--- src/rtl/register_read_stage.sv ---
// Operand-fetch stage: register file read addressing, writeback bypass,
// per-register pending-write scoreboard and a registered valid/ready output slot.
module register_read_stage #(
  parameter int unsigned DIR_WIDTH  = 5,
  parameter int unsigned DATA_WIDTH = 32,
  parameter int unsigned CTRL_WIDTH = 16
) (
  input  logic                  clk,
  input  logic                  arst_n,
  input  logic                  in_valid,
  output logic                  in_ready,
  input  logic [DIR_WIDTH-1:0]  in_rs1,
  input  logic [DIR_WIDTH-1:0]  in_rs2,
  input  logic                  in_use_rs1,
  input  logic                  in_use_rs2,
  input  logic [DIR_WIDTH-1:0]  in_rd,
  input  logic                  in_rd_we,
  input  logic [CTRL_WIDTH-1:0] in_ctrl,
  output logic [DIR_WIDTH-1:0]  read_dir1,
  output logic [DIR_WIDTH-1:0]  read_dir2,
  input  logic [DATA_WIDTH-1:0] read_data1,
  input  logic [DATA_WIDTH-1:0] read_data2,
  input  logic                  wb_en,
  input  logic [DIR_WIDTH-1:0]  wb_dir,
  input  logic [DATA_WIDTH-1:0] wb_data,
  output logic                  out_valid,
  input  logic                  out_ready,
  output logic [DATA_WIDTH-1:0] out_rs1_data,
  output logic [DATA_WIDTH-1:0] out_rs2_data,
  output logic [DIR_WIDTH-1:0]  out_rd,
  output logic                  out_rd_we,
  output logic [CTRL_WIDTH-1:0] out_ctrl,
  output logic [15:0]           stall_cycles
);

  localparam int unsigned NUM_REGS  = 1 << DIR_WIDTH;
  localparam int unsigned CNT_WIDTH = 16;

  logic [NUM_REGS-1:0]   busy_q, busy_d;
  logic                  out_valid_q, out_valid_d;
  logic [DATA_WIDTH-1:0] rs1_data_q, rs1_data_d;
  logic [DATA_WIDTH-1:0] rs2_data_q, rs2_data_d;
  logic [DIR_WIDTH-1:0]  rd_q, rd_d;
  logic                  rd_we_q, rd_we_d;
  logic [CTRL_WIDTH-1:0] ctrl_q, ctrl_d;
  logic [CNT_WIDTH-1:0]  stall_q, stall_d;

  logic                  wb_live, hit_rs1, hit_rs2, hit_rd;
  logic                  raw_hazard, waw_hazard, hazard, space, accept;
  logic [DATA_WIDTH-1:0] rs1_operand, rs2_operand;

  assign read_dir1 = in_rs1;
  assign read_dir2 = in_rs2;

  // Hazard detection and operand resolution; a writeback landing this cycle
  // both supplies the data and releases the pending entry.
  always_comb begin
    wb_live     = wb_en && (wb_dir != '0);
    hit_rs1     = wb_live && (wb_dir == in_rs1);
    hit_rs2     = wb_live && (wb_dir == in_rs2);
    hit_rd      = wb_live && (wb_dir == in_rd);
    rs1_operand = (in_rs1 == '0) ? '0 : (hit_rs1 ? wb_data : read_data1);
    rs2_operand = (in_rs2 == '0) ? '0 : (hit_rs2 ? wb_data : read_data2);
    raw_hazard  = (in_use_rs1 && busy_q[in_rs1] && !hit_rs1) ||
                  (in_use_rs2 && busy_q[in_rs2] && !hit_rs2);
    waw_hazard  = in_rd_we && (in_rd != '0) && busy_q[in_rd] && !hit_rd;
    hazard      = raw_hazard || waw_hazard;
    space       = !out_valid_q || out_ready;
    in_ready    = space && !hazard;
    accept      = in_valid && in_ready;
  end

  always_comb begin
    out_valid_d = out_valid_q;
    rs1_data_d  = rs1_data_q;
    rs2_data_d  = rs2_data_q;
    rd_d        = rd_q;
    rd_we_d     = rd_we_q;
    ctrl_d      = ctrl_q;
    busy_d      = busy_q;
    stall_d     = stall_q;

    if (accept) begin
      out_valid_d = 1'b1;
      rs1_data_d  = rs1_operand;
      rs2_data_d  = rs2_operand;
      rd_d        = in_rd;
      rd_we_d     = in_rd_we;
      ctrl_d      = in_ctrl;
    end else if (out_ready) begin
      out_valid_d = 1'b0;
    end

    // Clear before set so a same-cycle retire and re-claim leaves the entry busy.
    if (wb_live) begin
      busy_d[wb_dir] = 1'b0;
    end
    if (accept && in_rd_we && (in_rd != '0)) begin
      busy_d[in_rd] = 1'b1;
    end
    busy_d[0] = 1'b0;

    if (in_valid && hazard && (stall_q != '1)) begin
      stall_d = stall_q + CNT_WIDTH'(1);
    end
  end

  always_ff @(posedge clk or negedge arst_n) begin
    if (!arst_n) begin
      busy_q      <= '0;
      out_valid_q <= 1'b0;
      rs1_data_q  <= '0;
      rs2_data_q  <= '0;
      rd_q        <= '0;
      rd_we_q     <= 1'b0;
      ctrl_q      <= '0;
      stall_q     <= '0;
    end else begin
      busy_q      <= busy_d;
      out_valid_q <= out_valid_d;
      rs1_data_q  <= rs1_data_d;
      rs2_data_q  <= rs2_data_d;
      rd_q        <= rd_d;
      rd_we_q     <= rd_we_d;
      ctrl_q      <= ctrl_d;
      stall_q     <= stall_d;
    end
  end

  assign out_valid    = out_valid_q;
  assign out_rs1_data = rs1_data_q;
  assign out_rs2_data = rs2_data_q;
  assign out_rd       = rd_q;
  assign out_rd_we    = rd_we_q;
  assign out_ctrl     = ctrl_q;
  assign stall_cycles = stall_q;

endmodule

--- config.mk ---
export PLATFORM = sky130hd
export DESIGN_NAME = register_read_stage
export DESIGN_NICKNAME = d
export VERILOG_FILES = /design/src/rtl/register_read_stage.sv
export SDC_FILE = /design/constraint.sdc
export NUM_CORES = 1
export LEC_CHECK = 0
export ABC_AREA = 1
export CELL_PAD_IN_SITES_DETAIL_PLACEMENT = 1
export CELL_PAD_IN_SITES_GLOBAL_PLACEMENT = 2
export CORE_UTILIZATION = 25
export DETAILED_ROUTE_END_ITERATION = 10
export PLACE_DENSITY = 0.84
export SLEW_MARGIN = 15
export SYNTH_ARGS = -nofsm -noshare
export SYNTH_HDL_FRONTEND = slang
export SYNTH_SLANG_ARGS = --single-unit
--- constraint.sdc ---
create_clock -name clk -period 3 [get_ports clk]
set_clock_uncertainty 0.1 [all_clocks]
set_input_delay 0.6 -clock clk [delete_from_list [all_inputs] [get_ports clk]]
set_output_delay 0.6 -clock clk [all_outputs]
set_load 0.05 [all_outputs]
# After elaboration in Yosys (flattened, before gate mapping)
# Cells that the tools add are included.
[totals]
ff_bits = 134
inputBits = 140
output_inout_bits = 114
word_cells = 72
[classes]
n_addsub = 1
n_lt_le_gt_ge = 6
n_eq_ne = 4
mux = 18
bitwise = 3
reduce_logical = 32
[ops]
columns = ["operator", "count"]
rows = [
  ["$mux 32", 6],
  ["$and 32x32->32", 1],
  ["$not 32->32", 1],
  ["$or 32x32->32", 1],
  ["$lt 5x6->1 const B", 4],
  ["$logic_and 1x1->1", 19],
  ["$add 16x1->16 const B", 1],
  ["$ne 16x16->1 const B", 1],
  ["$bmux 1 s5", 3],
  ["$eq 5x5->1", 3],
  ["$demux 1 s5", 2],
  ["$ge 5x1->1 const B", 2],
  ["$logic_not 5->1", 2],
  ["$reduce_bool 5->1", 2],
  ["$mux 1", 7],
  ["$logic_not 1->1", 5],
  ["$logic_or 1x1->1", 3],
  ["$reduce_bool 2->1", 1],
]

# Logic depth before layout (Yosys ltp)
# Gate-level depths: netlist of run 1.
[depth]
ltp_word = 13
ltp_mapped = 18
ltp_nobuf = 15

# Worst setup path before layout of run 1
# OpenSTA, ideal clock, no wires.
[synth_path]
kind = "input to output"
startpoint = "input in_rs1[0]"
endpoint = "output in_ready"
t_arrival_ns = 1.998
required_time_ns = 2.300
path_slack_ns = 0.302
path_stages = 15
n_path_buf = 4
path_cell_list = "buf_4 inv_2 buf_6 nand2_1 nand3_1 nand2_1 nand2_1 nand2_1 nor2_1 nand2_1 nand3_2 nand3_2 nor2_4 buf_6 buf_2"
[synth_between]
elab_chain_cells = 8
elab_cells_between_ends = 11
cone_classes = "eq/ne (1); mux (2); reduce/logical (8)"
[synth_lines]
columns = ["element", "line", "text"]
rows = [
  ["from (decl)", "12", "input logic [DIR_WIDTH-1:0] in_rs1,"],
  ["$bmux 1 s5 / $eq 5x5->1 (equally long branches)", "64, 59", ""],
  ["$mux 1 (implied by the code) / $logic_and 1x1->1 (equally long branches)", "64, 59", ""],
  ["$logic_and 1x1->1 / $logic_not 1->1 (equally long branches)", "64", "raw_hazard = (in_use_rs1 && busy_q[in_rs1] && !hit_rs1) ||"],
  ["$logic_and 1x1->1 *", "64", ""],
  ["$logic_or 1x1->1 *", "64", ""],
  ["$logic_or 1x1->1 *", "67", "hazard = raw_hazard || waw_hazard;"],
  ["$logic_not 1->1 *", "69", "in_ready = space && !hazard;"],
  ["$logic_and 1x1->1 *", "69", ""],
  ["to (decl)", "11", "output logic in_ready,"],
]
# Mark *: on every way between the ends. The rest lies on a longest branch, timed or not. The select of a mux whose other input is x is not followed.

# Final worst setup path of run 1
[layout_path]
startpoint = "input in_rs2[1]"
endpoint = "output in_ready"
[layout_between]
elab_chain_cells = 8
elab_cells_between_ends = 11
cone_classes = "eq/ne (1); mux (2); reduce/logical (8)"
[layout_lines]
columns = ["element", "line", "text"]
rows = [
  ["from (decl)", "13", "input logic [DIR_WIDTH-1:0] in_rs2,"],
  ["$bmux 1 s5 / $eq 5x5->1 (equally long branches)", "65, 60", ""],
  ["$mux 1 (implied by the code) / $logic_and 1x1->1 (equally long branches)", "65, 60", ""],
  ["$logic_and 1x1->1 / $logic_not 1->1 (equally long branches)", "65", "(in_use_rs2 && busy_q[in_rs2] && !hit_rs2);"],
  ["$logic_and 1x1->1 *", "65", ""],
  ["$logic_or 1x1->1 *", "64", ""],
  ["$logic_or 1x1->1 *", "67", ""],
  ["$logic_not 1->1 *", "69", ""],
  ["$logic_and 1x1->1 *", "69", ""],
]
# Marks and branches as above.

==> run summary, run 1 <==
Iteration count of the initial detailed-routing pass: 4
TritonCTS clock tree: built
Status: finished clean
Unrepaired setup endpoints after global routing: yes
Worst Tran Pin Value: 638 ps
DR WL/cell: 18.1 um
CP Launch Point: in_rs2[1]
Final nets: 1682
Slew Limit Headroom: 57.4%
Total global routing overflow: 0
Crit Reg-Reg Endpoint: busy_q[2]
Critical Path Fanout Max: 6
Layout cells sized above 1: 11.6%
Mapped cell area: 8380 sq um
Fmax: 341 MHz
Setup slack, reg-to-reg: 320 ps
Syn_nets: 1401
Syn-to-layout area delta: 51.7%
Sequential power share: 30.9%
Total CTS buffers: 17
Pin count of the biggest net entering global routing: 59
Int Power: 4.68 mW
Min cycle time layout: 2930 ps
Tcrit/Tclk final: 97.8%
Worst skew pair latency: 430 ps
Syn Inst Count: 1260
Worst setup SP type: input port
DIE WIDTH: 185 um
Total wire length: 36200 um
Final Cell Area: 12700 sq um
Combinational Power Share: 42.1%
Worst min-delay path category: in2async
Post-layout util: 38.8%
WP data arrival: 2230 ps
# Max-Cap Violations: 0
Vias: 9486
DRC viols: 0
Routability Congestion: 0.937
Fin. max-slew vios: 0
Reg clk slew, reported paths: 60 ps
Pwr Density: 632 nW/um^2
Cell total after placement: 1952
Total GRT Usage: 21.6%
Initial antenna violation count: 1
Distinct cell type count after synthesis: 27
Die area: 34200 sq um
Detailed Place HPWL: 26800 um
Area after detailed placement: 11900 sq um
Syn_area_per_cell: 6.65 sq um
Worst Setup End Kind: output pin
Vias in the first global route: 9990
FF-to-FF path depth: 22
Clock Path Buffers: 2
Clk sinks: 134
Worst path required time: 2300 ps
Initial DRC Count: 392
Clock Power Share: 27.1%
Most frequent cells in the layout: nand2_1 (528), clkdlybuf4s50_1 (223), nand3_1 (141), dfrtp_1 (134), inv_1 (77)
Commonest non-fill, non-tap cell in the layout: nand2_1
First-pass GRT wire length: 56300 um
H-tree lvl count: 4
Rows: 66
Register area share after synthesis: 40.0%
Final Hold Fails: 0
Layout Cells excl Fill: 1997
Final setup vio count: 0
Core footprint: 32800 sq um
Setup Crit Path Kind: in2out
Setup crit end: in_ready
Reg2reg start: busy_q[10]
Max VDD drop: 342 uV
Root buffer selected by CTS: clkbuf_16
Die Ht: 185 um
Ports: 254
Vias per inst: 4.75
Syn. warnings: 0
Synth Register Bits: 134
Post-route ant nets: 0
Initial Util: 25.6%
Static leakage: 6.02 nW
Post-CTS Hold Buffers: 0
TNS Setup: 0 ps
Sw Share: 41.7%
Switching power: 3.35 mW
Port bufs: 253
## power by group through the flow
| stage | registers [mW] | clock network [mW] | logic [mW] |
|---|---|---|---|
| floorplan | 3.55 | 0 | 0.902 |
| global placement | 2.49 | 0 | 3.33 |
| detailed placement | 2.50 | 0 | 3.37 |
| CTS | 2.48 | 2.23 | 3.40 |
| global route | 2.53 | 2.29 | 3.62 |
| finish | 2.48 | 2.17 | 3.38 |
## synth_stat cells, drive strengths merged
library cell  number  area share [%]
a21boi             2            0.18
a21oi             73             4.4
buf               62             4.8
clkbuf            26             1.2
dfrtp            134              40
ha                 1            0.15
inv               86             3.9
nand2            530              24
nand3            144             8.7
nand4             35             2.6
nor2              61             2.9
nor3              17             1.0
nor4               7            0.52
o211ai             1           0.090
o21ai             58             3.5
o21bai             2            0.18
xnor2              7            0.73
xor2              14             1.5
## metal layers
layer	share of wire [%]	global-route usage, %	up-vias
met5	0.033	0	-
met4	2.0	6.08	2
met3	7.6	6.84	47
met2	47	36.3	262
met1	43	26.4	4584
li1	-	-	4591
## kinds of logic after synthesis
kind of cell             after synthesis  share of synthesized area, %
adder cells (fa/ha/maj)                1                         0.149
XOR/XNOR                              21                          2.20
buffers and inverters                174                          9.84
flip-flops                           134                          40.0
AND/OR/NAND/NOR                      794                          39.5
AO/OA/AOI/OAI                        136                          8.27
## cell type report
class	instances	area, sq um
tap	442	553
fill	4082	20100
inverter	86	330
clock buffer	19	443
sequential	134	3350
antenna	1	2.50
multi-input combinational	952	4300
timing repair buffer	350	3570
clock inverter	13	156
## how the worst min path moves through the flow
stage,startpoint,to,slack [ps],cells past startpoint
detailed placement,out_rs1_data[30],out_rs1_data[30],360,2
CTS,arst_n,out_ctrl[12],20,1
floorplan,arst_n,busy_q[10],200,0
global route,arst_n,out_ctrl[12],40,1
finish,arst_n,out_ctrl[12],8,1
global placement,out_rs2_data[13],out_rs2_data[13],350,2
## metrics by stage
stage	total power [mW]	setup WS [ps]	hold WS, ps
5_1_grt	8.44	-3.64	37.2
6_report	8.03	65.9	7.94
2_1_floorplan	4.45	302	204
4_1_cts	8.11	8.36	17.2
3_5_place_dp	5.87	-280	361
3_3_place_gp	5.82	-274	353
## critical path: stages
cell and delay [ps]:
clkdlybuf4s50_1 490, inv_1 130, buf_4 170, nand2_1 60, nand3_1 60, nand3_1 100
nand2_1 100, nand3_4 120, nand3_4 110, nor2_4 140, buf_12 150
## registers in the layout, summed over array words and instances, names as in the netlist
| name | cells |
|---|---|
| out_valid | 1 |
| out_rs1_data | 32 |
| out_ctrl | 16 |
| busy_q | 31 |
| out_rd | 5 |
| out_rd_we | 1 |
| stall_cycles | 16 |
| out_rs2_data | 32 |
## what timing repair did
action,CTS,global route
cloned,0,1
setup endpoints to repair,1,4
pin swaps,8,11
setup buffers,8,3
hold endpoints to repair,0,0
gates resized for setup,39,29
Note: power is estimated with default switching activity, not from simulation.
==> run 2, diff against run 1 <==
- HOLD_SLACK_MARGIN: unset -> 0.08
==> run summary, run 2 (synthesis results as in run 1) <==
Worst Setup End Kind: output pin
Reg clk slew, reported paths: 60 ps (about the same)
Slew Limit Headroom: 57.4% (+0.066 points)
Worst path required time: 2300 ps (about the same)
Most frequent cells in the layout: nand2_1 (528), clkdlybuf4s50_1 (223), nand3_1 (141), dfrtp_1 (134), inv_1 (77)
Post-route ant nets: 0 (unchanged)
Worst Tran Pin Value: 637 ps (-0.984 ps)
Detailed Place HPWL: 26800 um (unchanged)
Post-layout util: 38.8% (about the same)
Clk sinks: 134 (unchanged)
Pin count of the biggest net entering global routing: 59 (unchanged)
Total CTS buffers: 17 (unchanged)
Root buffer selected by CTS: clkbuf_16
Clock Path Buffers: 2 (unchanged)
Syn-to-layout area delta: 51.8% (about the same)
Combinational Power Share: 42.1% (about the same)
Min cycle time layout: 2930 ps (-3.09 ps)
Commonest non-fill, non-tap cell in the layout: nand2_1
First-pass GRT wire length: 56300 um (unchanged)
Worst min-delay path category: reg2reg
Total global routing overflow: 0 (unchanged)
Status: finished clean
Post-route setup slack: 69.0 ps (+3.09 ps)
Total GRT Usage: 21.6% (unchanged)
DIE WIDTH: 185 um (unchanged)
H-tree lvl count: 4 (unchanged)
Critical Path Fanout Max: 6 (unchanged)
Core footprint: 32800 sq um (unchanged)
TritonCTS clock tree: built
WP data arrival: 2230 ps (about the same)
Int Power: 4.68 mW (about the same)
Initial DRC Count: 364 (-7.1%)
Pwr Density: 631 nW/um^2 (about the same)
Clock Power Share: 27.1% (about the same)
Layout cells sized above 1: 11.6% (about the same)
Pre-CTS WS: -280 ps (unchanged)
Area after detailed placement: 11900 sq um (unchanged)
Pwr Total: 8.03 mW (about the same)
Vias in the first global route: 9990 (unchanged)
Switching power: 3.35 mW (about the same)
Fin. max-slew vios: 0 (unchanged)
Initial antenna violation count: 1 (unchanged)
Worst setup SP type: input port
Total wire length: 36200 um (about the same)
Vias per inst: 4.76 (+0.27%)
Vias: 9516 (+0.32%)
Static leakage: 6.03 nW (about the same)
Die area: 34200 sq um (unchanged)
Cell total after placement: 1952 (unchanged)
Iteration count of the initial detailed-routing pass: 4 (unchanged)
Tcrit/Tclk final: 97.7% (-0.10 points)
Final Cell Area: 12700 sq um (about the same)
Ports: 254 (unchanged)
Initial Util: 25.6% (unchanged)
Layout Cells excl Fill: 1998 (+0.050%)
Worst skew pair latency: 420 ps (about the same)
# Max-Cap Violations: 0 (unchanged)
Rows: 66 (unchanged)
Die Ht: 185 um (unchanged)
Unrepaired setup endpoints after global routing: yes
Setup slack, reg-to-reg: 320 ps (about the same)
Final Hold Fails: 0 (unchanged)
Fmax: 341 MHz (+0.11%)
DRC viols: 0 (unchanged)
Max VDD drop: 342 uV (about the same)
Routability Congestion: 0.937 (unchanged)
Setup Crit Path Kind: in2out
Sequential power share: 30.9% (about the same)
Sw Share: 41.7% (about the same)
Port bufs: 253 (unchanged)
DR WL/cell: 18.1 um (about the same)
Final setup vio count: 0 (unchanged)
Final nets: 1683 (+0.059%)
FILL cells: 4081 (-0.024%)
run 2: power by group through the flow:
stage | Sequential (mW) | Clock [mW] | Combinational, mW
4_1_cts | 2.48 | 2.23 | 3.40
6_report | 2.48 | 2.17 | 3.38
2_1_floorplan | 3.55 | 0 | 0.902
3_5_place_dp | 2.50 | 0 | 3.37
3_3_place_gp | 2.49 | 0 | 3.33
5_1_grt | 2.53 | 2.29 | 3.62
run 2: critical path, cell delays in order:
cell and delay (ps):
clkdlybuf4s50_1 490, inv_1 130, buf_4 170, nand2_1 60
nand3_1 60, nand3_1 100, nand2_1 100, nand3_4 120
nand3_4 110, nor2_4 140, buf_12 150
run 2: final timing paths:
kind	from	to	depth (start not counted)
max in group asynchronous	arst_n	out_rs2_data[9]	3
worst max register to register	busy_q[10]	busy_q[2]	22
worst max-delay path	in_rs2[1]	in_ready	11
worst min register to register	out_rs1_data[30]	out_rs1_data[30]	2
min in group asynchronous	arst_n	out_ctrl[12]	2
worst min-delay path	out_rs1_data[30]	out_rs1_data[30]	2
run 2: what timing repair did:
action	in CTS	in global routing
buffers inserted	8	3
hold buffers	1	0
hold endpoints to repair	47	0
resized for setup	39	29
gates cloned	0	1
endpoints found under the setup margin	1	4
pin swaps	8	11
run 2: through the flow:
| step | hold slack, ps | setup TNS (ps) |
|---|---|---|
| floorplan | 204 | 0 |
| global placement | 353 | -24850 |
| detailed placement | 361 | -27630 |
| CTS | 372 | 0 |
| global route | 392 | -3.64 |
| finish | 367 | 0 |
run 2: area by class of cell:
class,count,area [sq um],share of cell area (%)
Antenna cell,1,2.50,0.0197
Clock buffer,19,443,3.48
Clock inverter,13,156,1.23
Inverter,86,330,2.60
Multi-Input combinational cell,952,4300,33.8
Sequential cell,134,3350,26.4
Tap cell,442,553,4.35
Timing Repair Buffer,351,3580,28.1
run 2: metal layers:
layer	part of all wire, %	global-route usage (%)	wire length (um)	vias to the layer above
met2	47	36.3	17000	257
met5	0.033	0	12	-
met4	2.0	6.08	712	2
met3	7.4	6.84	2690	47
met1	44	26.4	15800	4621
li1	-	-	-	4589
==> run 3, diff against run 2 <==
- GPL_ROUTABILITY_DRIVEN: unset -> 0
==> run summary, run 3 (synthesis results as in run 1) <==
Syn-to-layout area delta: 51.7% (about the same)
Min cycle time layout: 2960 ps (+30.8 ps)
Total CTS buffers: 17 (unchanged)
Root buffer selected by CTS: clkbuf_16
First-pass GRT wire length: 56400 um (about the same)
N_diodes: 0 (-1)
Vias per inst: 4.74 (-0.50%)
DRC viols: 0 (unchanged)
Most frequent cells in the layout: nand2_1 (525), clkdlybuf4s50_1 (226), nand3_1 (140), dfrtp_1 (134), buf_4 (81)
Fmax: 338 MHz (-1.0%)
Die area: 34200 sq um (unchanged)
Clock Power Share: 26.3% (-0.8 points)
Slew Limit Headroom: 58.1% (+0.69 points)
Worst min-delay path category: reg2reg
Vias in the first global route: 10000 (+0.57%)
Rows: 66 (unchanged)
Sw Share: 43.5% (+1.7 points)
Total GRT Usage: 21.6% (-0.037 points)
Worst setup SP type: input port
Max VDD drop: 312 uV (-8.7%)
Static leakage: 6.00 nW (-0.41%)
Fin. max-slew vios: 0 (unchanged)
Combinational Power Share: 42.5% (+0.4 points)
FF-to-FF path depth: 17 (-23%)
Layout cells sized above 1: 12.0% (+0.31 points)
Detailed Place HPWL: 26800 um (-0.11%)
WP data arrival: 2260 ps (+30 ps)
Setup crit end: in_ready
Vias: 9468 (-0.50%)
TritonCTS clock tree: built
Reg clk slew, reported paths: 60 ps (about the same)
Switching power: 3.45 mW (+3.1%)
Port bufs: 253 (unchanged)
Final Hold Fails: 0 (unchanged)
Worst path required time: 2300 ps (about the same)
Crit Reg-Reg Endpoint: out_rs1_data[18]
Die Ht: 185 um (unchanged)
Worst Hold Launch: out_rs2_data[7]
Reg2reg start: busy_q[21]
Initial DRC Count: 370 (+1.6%)
Worst Tran Pin Value: 626 ps (-10.3 ps)
Worst Setup End Kind: output pin
FILL cells: 4081 (unchanged)
Tcrit/Tclk final: 98.7% (+1.0 points)
Post-route setup slack: 38.2 ps (-30.8 ps)
Worst skew pair latency: 430 ps (about the same)
Critical Path Fanout Max: 8 (+2)
Setup Crit Path Kind: in2out
Initial antenna violation count: 0 (-1)
# Max-Cap Violations: 0 (unchanged)
Final nets: 1684 (+0.059%)
Core footprint: 32800 sq um (unchanged)
Clock Path Buffers: 2 (unchanged)
Commonest non-fill, non-tap cell in the layout: nand2_1
Int Power: 4.49 mW (-3.9%)
Pre-CTS WS: -239 ps (+40.9 ps)
Pwr Density: 625 nW/um^2 (-0.93%)
Ports: 254 (unchanged)
Final setup vio count: 0 (unchanged)
TNS Setup: 0 ps (unchanged)
DR WL/cell: 18.0 um (-0.74%)
Sequential power share: 31.2% (+0.3 points)
Status: finished clean
Post-route ant nets: 0 (unchanged)
CP Launch Point: in_rs1[1]
Total wire length: 36000 um (-0.74%)
Iteration count of the initial detailed-routing pass: 5 (+1)
H-tree lvl count: 4 (unchanged)
DIE WIDTH: 185 um (unchanged)
Clk sinks: 134 (unchanged)
Setup slack, reg-to-reg: 720 ps (+400 ps)
Total global routing overflow: 0 (unchanged)
Pin count of the biggest net entering global routing: 60 (+1.7%)
Initial Util: 25.6% (unchanged)
run 3: through the flow:
stage | power [mW] | std cells | hold WS [ps] | util, % | area (sq um)
6_report | 7.95 | 1998 | 372 | 38.8 | 12700
5_1_grt | 8.36 | 1998 | 387 | 38.8 | 12700
4_1_cts | 8.03 | 1991 | 377 | 38.4 | 12600
3_5_place_dp | 5.87 | 1955 | 361 | 36.3 | 11900
3_3_place_gp | 5.82 | 1955 | 353 | 36.3 | 11900
2_1_floorplan | 4.45 | 1260 | 204 | - | 8380
run 3: timing repair:
| item | 4_1_cts | 5_1_grt |
|---|---|---|
| hold buffers | 1 | 0 |
| gates cloned | 0 | 0 |
| resized for setup | 37 | 24 |
| hold endpoints to repair | 31 | 0 |
| endpoints found under the setup margin | 1 | 1 |
| pin swaps | 5 | 12 |
| setup buffers | 3 | 7 |
run 3: worst max-delay path, stage by stage:
cell and delay [ps]:
clkdlybuf4s50_1 470, buf_6 140, nor2_2 80, a21oi_1 160
nand3_1 100, nand3_1 100, nand3_1 90, nand3_2 130
nand3_4 100, nor2_4 120, buf_12 150
run 3: per-layer routing:
layer	up-vias	wire [um]	share of wire, %	track usage, %
li1	4594	-	-	-
met1	4573	15200	42	26.0
met2	263	17300	48	36.9
met3	38	2760	7.7	6.27
met4	0	704	2.0	6.58
met5	-	0	0	0
run 3: layout make-up:
cell class | count | area [sq um] | share of cell area (%)
Multi-Input combinational cell | 952 | 4340 | 34.2
Timing Repair Buffer | 352 | 3550 | 27.9
Sequential cell | 134 | 3350 | 26.4
Tap cell | 442 | 553 | 4.35
Clock buffer | 19 | 453 | 3.56
Inverter | 86 | 333 | 2.62
Clock inverter | 13 | 129 | 1.01
run 3: worst min path at each step:
| stage | slack [ps] | cells past startpoint | to |
|---|---|---|---|
| 2_1_floorplan | 200 | 0 | busy_q[10] |
| 3_3_place_gp | 350 | 2 | out_rs1_data[27] |
| 3_5_place_dp | 360 | 2 | out_rs1_data[17] |
| 4_1_cts | 380 | 2 | out_rs1_data[17] |
| 5_1_grt | 390 | 2 | out_rs2_data[7] |
| 6_report | 370 | 2 | out_rs2_data[7] |
run 3: power groups by stage:
stage               clock network (mW)  registers, mW  logic [mW]
floorplan                            0           3.55       0.902
global placement                     0           2.50        3.32
detailed placement                   0           2.50        3.36
CTS                               2.16           2.48        3.39
global route                      2.20           2.53        3.62
finish                            2.09           2.48        3.38
